[config.mk]
export PLATFORM = sky130hd
export DESIGN_NAME = multicycle_control_unit
export DESIGN_NICKNAME = d
export VERILOG_FILES = /design/src/rtl/multicycle_control_unit.sv
export SDC_FILE = /design/constraint.sdc
export NUM_CORES = 1
export LEC_CHECK = 0
export ABC_AREA = 1
export ABC_CLOCK_PERIOD_IN_PS = 1450
export CELL_PAD_IN_SITES_DETAIL_PLACEMENT = 1
export CELL_PAD_IN_SITES_GLOBAL_PLACEMENT = 1
export CORE_UTILIZATION = 26
export DETAILED_ROUTE_END_ITERATION = 8
export PLACE_DENSITY_LB_ADDON = 0.15
export SLEW_MARGIN = 15
export SYNTH_ARGS = -nofsm -noshare
export SYNTH_HDL_FRONTEND = slang
export SYNTH_SLANG_ARGS = --single-unit
[constraint.sdc]
create_clock -name clk -period 1.45 [get_ports clk]
set_input_delay 0.29 -clock clk [delete_from_list [all_inputs] [get_ports clk]]
set_output_delay 0.29 -clock clk [all_outputs]
set_load 0.02 [all_outputs]
[src/rtl/multicycle_control_unit.sv]
// Multi-cycle MIPS main control FSM with memory-ready handshake, timeout and illegal-opcode report.
// Optional macro IMM_ALU_EN adds addi support (ADDIEX/ADDIWB states).
module multicycle_control_unit #(
   parameter int         WAIT_LIMIT = 16,
   parameter logic [5:0] OP_RTYPE   = 6'd0,
   parameter logic [5:0] OP_LW      = 6'd35,
   parameter logic [5:0] OP_SW      = 6'd43,
   parameter logic [5:0] OP_BEQ     = 6'd4,
   parameter logic [5:0] OP_J       = 6'd2,
   parameter logic [5:0] OP_ADDI    = 6'd8
) (
   input  logic       clk,
   input  logic       rst,
   input  logic [5:0] opcode,
   input  logic       mem_ready,
   output logic       PCWrite,
   output logic       PCWriteCond,
   output logic       IorD,
   output logic       MemRead,
   output logic       MemWrite,
   output logic       IRWrite,
   output logic       MemtoReg,
   output logic       RegDst,
   output logic       RegWrite,
   output logic       ALUSrcA,
   output logic [1:0] ALUSrcB,
   output logic [1:0] ALUOp,
   output logic [1:0] PCSource,
   output logic       instr_done,
   output logic       illegal_op,
   output logic       mem_timeout,
   output logic [3:0] state_dbg
);

   localparam int CW = (WAIT_LIMIT > 0) ? $clog2(WAIT_LIMIT + 1) : 1;

   localparam logic [3:0] S_FETCH  = 4'd0;
   localparam logic [3:0] S_DECODE = 4'd1;
   localparam logic [3:0] S_MEMADR = 4'd2;
   localparam logic [3:0] S_MEMRD  = 4'd3;
   localparam logic [3:0] S_MEMWB  = 4'd4;
   localparam logic [3:0] S_MEMWR  = 4'd5;
   localparam logic [3:0] S_EXEC   = 4'd6;
   localparam logic [3:0] S_ALUWB  = 4'd7;
   localparam logic [3:0] S_BEQ    = 4'd8;
   localparam logic [3:0] S_JUMP   = 4'd9;
`ifdef IMM_ALU_EN
   localparam logic [3:0] S_ADDIEX = 4'd10;
   localparam logic [3:0] S_ADDIWB = 4'd11;
`endif

   logic [3:0]    state;
   logic [3:0]    next_state;
   logic [CW-1:0] wait_cnt;
   logic [CW-1:0] wait_cnt_next;
   logic          wait_state;
   logic          timeout;

   // Handshake states and timeout detection; a limit of zero disables the timeout.
   always_comb begin
      wait_state = (state == S_FETCH) || (state == S_MEMRD) || (state == S_MEMWR);
      if (WAIT_LIMIT != 0) begin
         timeout = wait_state && !mem_ready && (wait_cnt == CW'(WAIT_LIMIT));
      end else begin
         timeout = 1'b0;
      end
   end

   // Output decode and next-state selection.
   always_comb begin
      PCWrite     = 1'b0;
      PCWriteCond = 1'b0;
      IorD        = 1'b0;
      MemRead     = 1'b0;
      MemWrite    = 1'b0;
      IRWrite     = 1'b0;
      MemtoReg    = 1'b0;
      RegDst      = 1'b0;
      RegWrite    = 1'b0;
      ALUSrcA     = 1'b0;
      ALUSrcB     = 2'b00;
      ALUOp       = 2'b00;
      PCSource    = 2'b00;
      instr_done  = 1'b0;
      illegal_op  = 1'b0;
      next_state  = state;
      case (state)
         S_FETCH: begin
            MemRead = 1'b1;
            ALUSrcB = 2'b01;
            if (mem_ready) begin
               IRWrite    = 1'b1;
               PCWrite    = 1'b1;
               next_state = S_DECODE;
            end else begin
               next_state = S_FETCH;
            end
         end
         S_DECODE: begin
            ALUSrcB = 2'b11;
            case (opcode)
               OP_RTYPE:     next_state = S_EXEC;
               OP_LW, OP_SW: next_state = S_MEMADR;
               OP_BEQ:       next_state = S_BEQ;
               OP_J:         next_state = S_JUMP;
`ifdef IMM_ALU_EN
               OP_ADDI:      next_state = S_ADDIEX;
`else
               OP_ADDI: begin
                  illegal_op = 1'b1;
                  next_state = S_FETCH;
               end
`endif
               default: begin
                  illegal_op = 1'b1;
                  next_state = S_FETCH;
               end
            endcase
         end
         S_MEMADR: begin
            ALUSrcA = 1'b1;
            ALUSrcB = 2'b10;
            if (opcode == OP_LW) begin
               next_state = S_MEMRD;
            end else begin
               next_state = S_MEMWR;
            end
         end
         S_MEMRD: begin
            MemRead = 1'b1;
            IorD    = 1'b1;
            if (mem_ready) begin
               next_state = S_MEMWB;
            end else if (timeout) begin
               next_state = S_FETCH;
            end else begin
               next_state = S_MEMRD;
            end
         end
         S_MEMWB: begin
            MemtoReg   = 1'b1;
            RegWrite   = 1'b1;
            instr_done = 1'b1;
            next_state = S_FETCH;
         end
         S_MEMWR: begin
            // Write request is withdrawn in the abandoning cycle.
            MemWrite = !timeout;
            IorD     = 1'b1;
            if (mem_ready) begin
               instr_done = 1'b1;
               next_state = S_FETCH;
            end else if (timeout) begin
               next_state = S_FETCH;
            end else begin
               next_state = S_MEMWR;
            end
         end
         S_EXEC: begin
            ALUSrcA    = 1'b1;
            ALUOp      = 2'b10;
            next_state = S_ALUWB;
         end
         S_ALUWB: begin
            RegDst     = 1'b1;
            RegWrite   = 1'b1;
            instr_done = 1'b1;
            next_state = S_FETCH;
         end
         S_BEQ: begin
            ALUSrcA     = 1'b1;
            ALUOp       = 2'b01;
            PCWriteCond = 1'b1;
            PCSource    = 2'b01;
            instr_done  = 1'b1;
            next_state  = S_FETCH;
         end
         S_JUMP: begin
            PCWrite    = 1'b1;
            PCSource   = 2'b10;
            instr_done = 1'b1;
            next_state = S_FETCH;
         end
`ifdef IMM_ALU_EN
         S_ADDIEX: begin
            ALUSrcA    = 1'b1;
            ALUSrcB    = 2'b10;
            next_state = S_ADDIWB;
         end
         S_ADDIWB: begin
            RegWrite   = 1'b1;
            instr_done = 1'b1;
            next_state = S_FETCH;
         end
`endif
         default: next_state = S_FETCH;
      endcase
   end

   // Counter runs only while stalled in a handshake state; any move or success clears it.
   always_comb begin
      if (wait_state && !mem_ready && !timeout && (next_state == state)) begin
         wait_cnt_next = wait_cnt + CW'(1);
      end else begin
         wait_cnt_next = {CW{1'b0}};
      end
   end

   // State and wait-counter registers with synchronous reset.
   always_ff @(posedge clk) begin
      if (rst) begin
         state    <= S_FETCH;
         wait_cnt <= {CW{1'b0}};
      end else begin
         state    <= next_state;
         wait_cnt <= wait_cnt_next;
      end
   end

   assign mem_timeout = timeout;
   assign state_dbg   = state;

endmodule

# After elaboration in Yosys (flattened, before gate mapping)
# Index checks and enable logic that the tools add are counted.
# Widths: inputs -> output; s select.
[word_totals]
reg_bits = 9
input_bits = 9
output_inout_bits = 23
word_cells = 62
[op_classes]
addsub = 1
n_eq_ne = 15
n_mux = 25
bitwise_logic = 1
reduce_logical = 18
[ops]
columns = ["op", "n"]
rows = [
  ["$pmux 4 s6", 1],
  ["$eq 4x3->1 const B", 4],
  ["$pmux 4 s4", 1],
  ["$mux 1", 13],
  ["$eq 6x6->1 const B", 2],
  ["$mux 3", 4],
  ["$reduce_or 2->1", 5],
  ["$eq 4x2->1 const B", 2],
  ["$eq 4x4->1 const B", 2],
  ["$pmux 2 s2", 2],
  ["$eq 6x2->1 const B", 1],
  ["$eq 6x3->1 const B", 1],
  ["$logic_not 6->1", 1],
  ["$pmux 2 s3", 1],
  ["$add 5x1->5 const B", 1],
  ["$eq 5x5->1 const B", 1],
  ["$reduce_or 5->1", 1],
  ["$eq 4x1->1 const B", 1],
  ["$eq 4x4->1", 1],
  ["$logic_and 1x1->1", 4],
  ["$logic_not 4->1", 1],
  ["$pmux 1 s2", 2],
  ["$reduce_or 4->1", 1],
  ["$reduce_or 3->1", 1],
  ["other kinds (4)", 6],
]

# Logic depth before layout (Yosys ltp)
[depth]
word_depth = 12
mapped_depth = 9
ltp_nobuf = 9

# Worst setup path after synthesis
# OpenSTA, ideal clock, no wires.
[synth_path]
path_type = "reg2out"
startpoint = "register state[2] (netlist: state_dbg[2])"
endpoint = "output port instr_done"
t_arrival_ns = 1.392
required_time_ns = 1.160
setup_slack_ns = -0.232
path_stages_with_launch = 7
n_path_buf = 0
path_cell_list = "dfxtp_1 -> inv_1 -> nor2_1 -> inv_1 -> nor2_1 -> nor2_1 -> o221ai_1"
[synth_between]
elab_chain_cells = 3
elab_cells_between_ends = 7
cone_classes = "5 x eq/ne; 1 x mux; 1 x reduce/logical"
[synth_rtl]
columns = ["item", "line_no", "rtl"]
rows = [
  ["start, declared", "52", "logic [3:0] state;"],
  ["start signal, assigned", "215", "state <= next_state;"],
  ["$eq 4x4->1 / $eq 4x3->1 (equally long branches)", "87", "case (state)"],
  ["$reduce_or 4->1 (no source line)", "-", ""],
  ["$pmux 1 s2 (*)", "87", ""],
  ["end, declared", "29", "output logic instr_done,"],
]
# Mark *: on every way between the ends. The rest lies on a longest branch, timed or not.

# Worst setup path in the final report
[layout_path]
startpoint = "register state[1] (netlist: state_dbg[1])"
endpoint = "register state[0] (netlist: state_dbg[0])"
[layout_between]
elab_chain_cells = 8
elab_cells_between_ends = 15
cone_classes = "5 x eq/ne; 5 x mux; 5 x reduce/logical"
[layout_rtl]
columns = ["item", "line_no", "rtl"]
rows = [
  ["$eq 4x2->1 / $logic_not 4->1 (equally long branches)", "61, 87", ""],
  ["$logic_or 1x1->1 (2 in series)", "61", "wait_state = (state == S_FETCH) || (state == S_MEMRD) || (state == S_MEMWR);"],
  ["$logic_and 1x1->1 (2 in series)", "63", "timeout = wait_state && !mem_ready && (wait_cnt == CW'(WAIT_LIMIT));"],
  ["$mux 3 / $mux 2 (equally long branches)", "153, 134", ""],
  ["$mux 3, on equally long branches", "150, 132", ""],
  ["$pmux 4 s6 (*)", "87", ""],
]
# Marked as above.
# A chain may end at the register's enable or synchronous reset.

==> impl_summary.md <==
Clocking
Clock tree synthesis found a total of 9 sinks. The number of buffers created by CTS is 3. TritonCTS built the clock tree. The worst-skew pair later-pin latency is 280 ps. No sink is reached through more buffers than the 2 on the longest clock path. After clock tree synthesis, the clock-pin slew on the worst setup and hold paths is 80 ps. The number of levels the H-tree was split into is 1. The number of hold buffers added after CTS was 0. Clock tree synthesis selected as its root buffer the cell sky130_fd_sc_hd__clkbuf_4.

STA
Setup repair after global routing could not meet its margin everywhere. After routing, the total negative slack on setup checks comes to -3973 ps. The worst pin sits at a relative slew slack of 82.30%. The final clock skew is 14.53 ps.

The post-layout worst setup margin is -326.2 ps. The part of the cycle the worst path needs is 122.5%. The routed design could run at a clock period as short as 1776 ps. Timing would allow up to 563.0 MHz. Setup violations remaining at the end of the flow were counted as 22. The final hold violation count was 0. The final number of max-transition violations was 0. On the final layout, the worst hold slack is 582.9 ps. The actual transition at the worst max-transition pin is 264.6 ps.

Layout
After the last flow step, the layout net total stands at 207. The number of diodes is 0. Counting the fill cells in the layout gives 303.

The final cell count without fillers is 225. The area growth from synthesis to final layout is 144.5%. The share of post-route cells with drive strength above 1 is 67.18%.

Floorplanning
During I/O placement, the number of pins put on the boundary was 32. The initial cell density of the core is 27.68%. The number of rows created at floorplan is 18. The die outline height is 53.59 um. The die width is 53.59 um. The total area inside the core boundary comes to 2500 um^2.

The floorplan step defined a die boundary enclosing 2871 um^2.

Route
The pre-antenna-repair detailed-routing pass consisted of 4 iterations. The count of antenna-violating nets left after detailed routing is 0. The via-per-instance ratio is 4.884.

The count of vias placed by the detailed router is 1,099. The detail-routed net length per standard cell is 19.66 um. For this block, the initial DRC count from the detailed router was 13. The residual DRC count is 0.

Wires add up to 4424 um.

Synth
The multiplexer fraction of the synthesized cell area is 0%. In the synthesized netlist, the number of instances is 116. Counting flops and latches in the post-synthesis netlist gives 9.

The combinational family with the most area after synthesis is simple AND/OR/NAND/NOR gates. The Yosys step of the flow raised 0 warnings. The synthesized netlist devotes 6.510% of its cell area to compound gates.

The netlist uses 20 different library cells. The mapped cell area is 691.9 um^2. The post-synth net total is 127. Sequential elements use 26.04% of the synthesized area. Summed over all instances, the cell type with the most area after synthesis is sky130_fd_sc_hd__dfxtp_1. The synthesized area per cell is 5.965 um^2. The synthesized-area fraction occupied by adder cells is 3.617%. In the post-synthesis netlist, the biggest area contributors are sky130_fd_sc_hd__dfxtp_1 26%, sky130_fd_sc_hd__inv_1 14%, sky130_fd_sc_hd__nor2_1 14%. After Yosys synthesis, XOR and XNOR cells account for 3.797% of the synthesized area. The synthesized-area fraction occupied by and/or/nand/nor cells is 44.30%. The share of synthesized area in the top cell type comes to 26.04%.

Worst setup path
Data on the critical path arrives at its endpoint at 1940 ps. The register-to-register path setup slack is -330 ps. The launch point of the worst reg-to-reg path is state_dbg[1]$_SDFF_PP0_. The worst reg-to-reg path cell count is 11. The type of the setup path with the least slack is reg -> reg.

STA puts the critical path data required time at 1620 ps. STA classifies the critical path endpoint as a flip-flop. Along the worst path, the maximum fanout reaches 6. The endpoint identified for the worst register-to-register timing path is state_dbg[0]$_SDFF_PP0_.

The type of element launching the critical path is a flip-flop.

Placement
Port buffering added 31 buffers. The final HPWL from detailed placement is 2322 um. The routability-driven placement congestion ratio is 0.7896. The post-placement setup slack is -748.7 ps. After detailed placement, the design holds a cell count of 210.

Hold path
The sink of the worst hold path is wait_cnt[0]$_SDFF_PP0_. The worst hold path was traced through 2 stages. The worst min-delay path startpoint is wait_cnt[0]$_SDFF_PP0_. The path category of the worst min-delay check is reg -> reg.

Global route
The number of global-route vias before repair is 1,125. The initial antenna violation count is 0. Global routing consumed, over all layers together, 26.76% of the routing resources. The final global-route overflow total is 0. The first-pass GRT wire length is 5375 um. Entering global routing, the biggest net connects 7 pins.

Power
Across the VDD grid, the largest voltage drop is 0.6860 mV. In this run the power density over the cells is 419.0 nW/um^2. Summed over all cells, the static leakage comes to 0.8701 nW.

Status
The checks that failed: setup timing. The run finished, with violations left.

Job
The number of maximum-capacitance violations is 0.
==> metrics by stage <==
stage          cell area, um^2  power (mW)  util [%]
2_1_floorplan            721.9      0.3311         -
3_3_place_gp              1318      0.4254     52.70
3_5_place_dp              1318      0.4342     52.70
4_1_cts                   1578      0.6626     63.11
5_1_grt                   1692      0.7407     67.67
6_report                  1692      0.7088     67.67
==> cells in the final DEF (no fill, tap or decap), drive strengths merged <==
master | netlist | layout
a21oi | 1 | 1
buf | 1 | 64
clkbuf | 0 | 5
clkdlybuf4s50 | 0 | 2
clkinv | 1 | 1
dfxtp | 9 | 9
dlygate4sd2 | 0 | 9
ha | 2 | 2
inv | 26 | 26
nand2 | 21 | 21
nand3 | 12 | 12
nand3b | 1 | 1
nand4 | 2 | 2
nor2 | 28 | 28
nor3 | 2 | 2
o21ai | 5 | 5
o221ai | 1 | 1
o22ai | 1 | 1
xnor2 | 1 | 1
xor2 | 2 | 2
==> final cells by class <==
type                    instances  area (um^2)  area share [%]
clock buffers                   4        26.28           1.553
inverters                      27        115.1           6.805
multi-input cells              79        634.4           37.50
flip-flops and latches          9        196.4           11.61
well taps                      30        37.54           2.219
repair buffers                 76        681.9           40.31
==> critical path, cell delays in order (launching register included) <==
cell and delay (ps):
sky130_fd_sc_hd__dfxtp_4 440, sky130_fd_sc_hd__nor2_4 70, sky130_fd_sc_hd__buf_4 140, sky130_fd_sc_hd__buf_4 130, sky130_fd_sc_hd__nand3_4 90, sky130_fd_sc_hd__buf_4 130, sky130_fd_sc_hd__buf_4 100, sky130_fd_sc_hd__o21ai_0 90
sky130_fd_sc_hd__nor2_1 210, sky130_fd_sc_hd__nand2_2 80, sky130_fd_sc_hd__nor2_2 120, sky130_fd_sc_hd__nor2_1 60
==> Yosys cell counts <==
cell type and number:
sky130_fd_sc_hd__ha_1 2, sky130_fd_sc_hd__nand3b_1 1, sky130_fd_sc_hd__nor2_1 26, sky130_fd_sc_hd__o22ai_1 1, sky130_fd_sc_hd__o21ai_0 5, sky130_fd_sc_hd__nor3_1 2, sky130_fd_sc_hd__nand3_1 8, sky130_fd_sc_hd__a21oi_1 1
sky130_fd_sc_hd__dfxtp_1 9, sky130_fd_sc_hd__nand2_1 18, sky130_fd_sc_hd__buf_4 1, sky130_fd_sc_hd__nand4_1 2, sky130_fd_sc_hd__nor2_2 2, sky130_fd_sc_hd__xor2_1 2, sky130_fd_sc_hd__nand3_2 4, sky130_fd_sc_hd__xnor2_1 1
sky130_fd_sc_hd__o221ai_1 1, sky130_fd_sc_hd__clkinv_1 1, sky130_fd_sc_hd__nand2_2 3, sky130_fd_sc_hd__inv_1 26
==> what timing repair did <==
| action | CTS | global route |
|---|---|---|
| pin swaps | 17 | 15 |
| setup endpoints to repair | 26 | 29 |
| resized for setup | 180 | 33 |
| setup buffers | 8 | 5 |
==> power breakdown <==
group	switching [mW]	internal [mW]	leakage (nW)	total (mW)
sequential	0.00707	0.246	0.0765	0.253
combinational	0.127	0.113	0.779	0.240
clock	0.109	0.107	0.0150	0.215
==> cell families after synthesis <==
kind of cell,count (synthesis)
compound gates,8
xor+xnor,3
simple gates,66
buf+inv,28
flops,9
fa+ha+maj,2
==> worst max-delay path by stage <==
stage	startpoint	endpoint	depth (start not counted)
6_report	state_dbg[1]$_SDFF_PP0_	state_dbg[0]$_SDFF_PP0_	11
3_3_place_gp	opcode[0]	illegal_op	6
4_1_cts	wait_cnt[1]$_SDFF_PP0_	MemWrite	8
2_1_floorplan	state_dbg[1]$_SDFF_PP0_	instr_done	5
5_1_grt	state_dbg[1]$_SDFF_PP0_	state_dbg[0]$_SDFF_PP0_	11
3_5_place_dp	opcode[1]	illegal_op	7
==> per-layer routing <==
layer	global-route usage, %	vias to the layer above	share of wire (%)
met2	53.13	41	54
met4	7.456	0	5.0
met5	0	-	0
met1	26.44	524	37
li1	-	516	-
met3	7.627	18	3.6
==> flip-flops by register name (all words and copies together), names as in the netlist <==
| signal | cells |
|---|---|
| wait_cnt | 5 |
| state_dbg | 4 |
(Power assumes the default switching activity.)
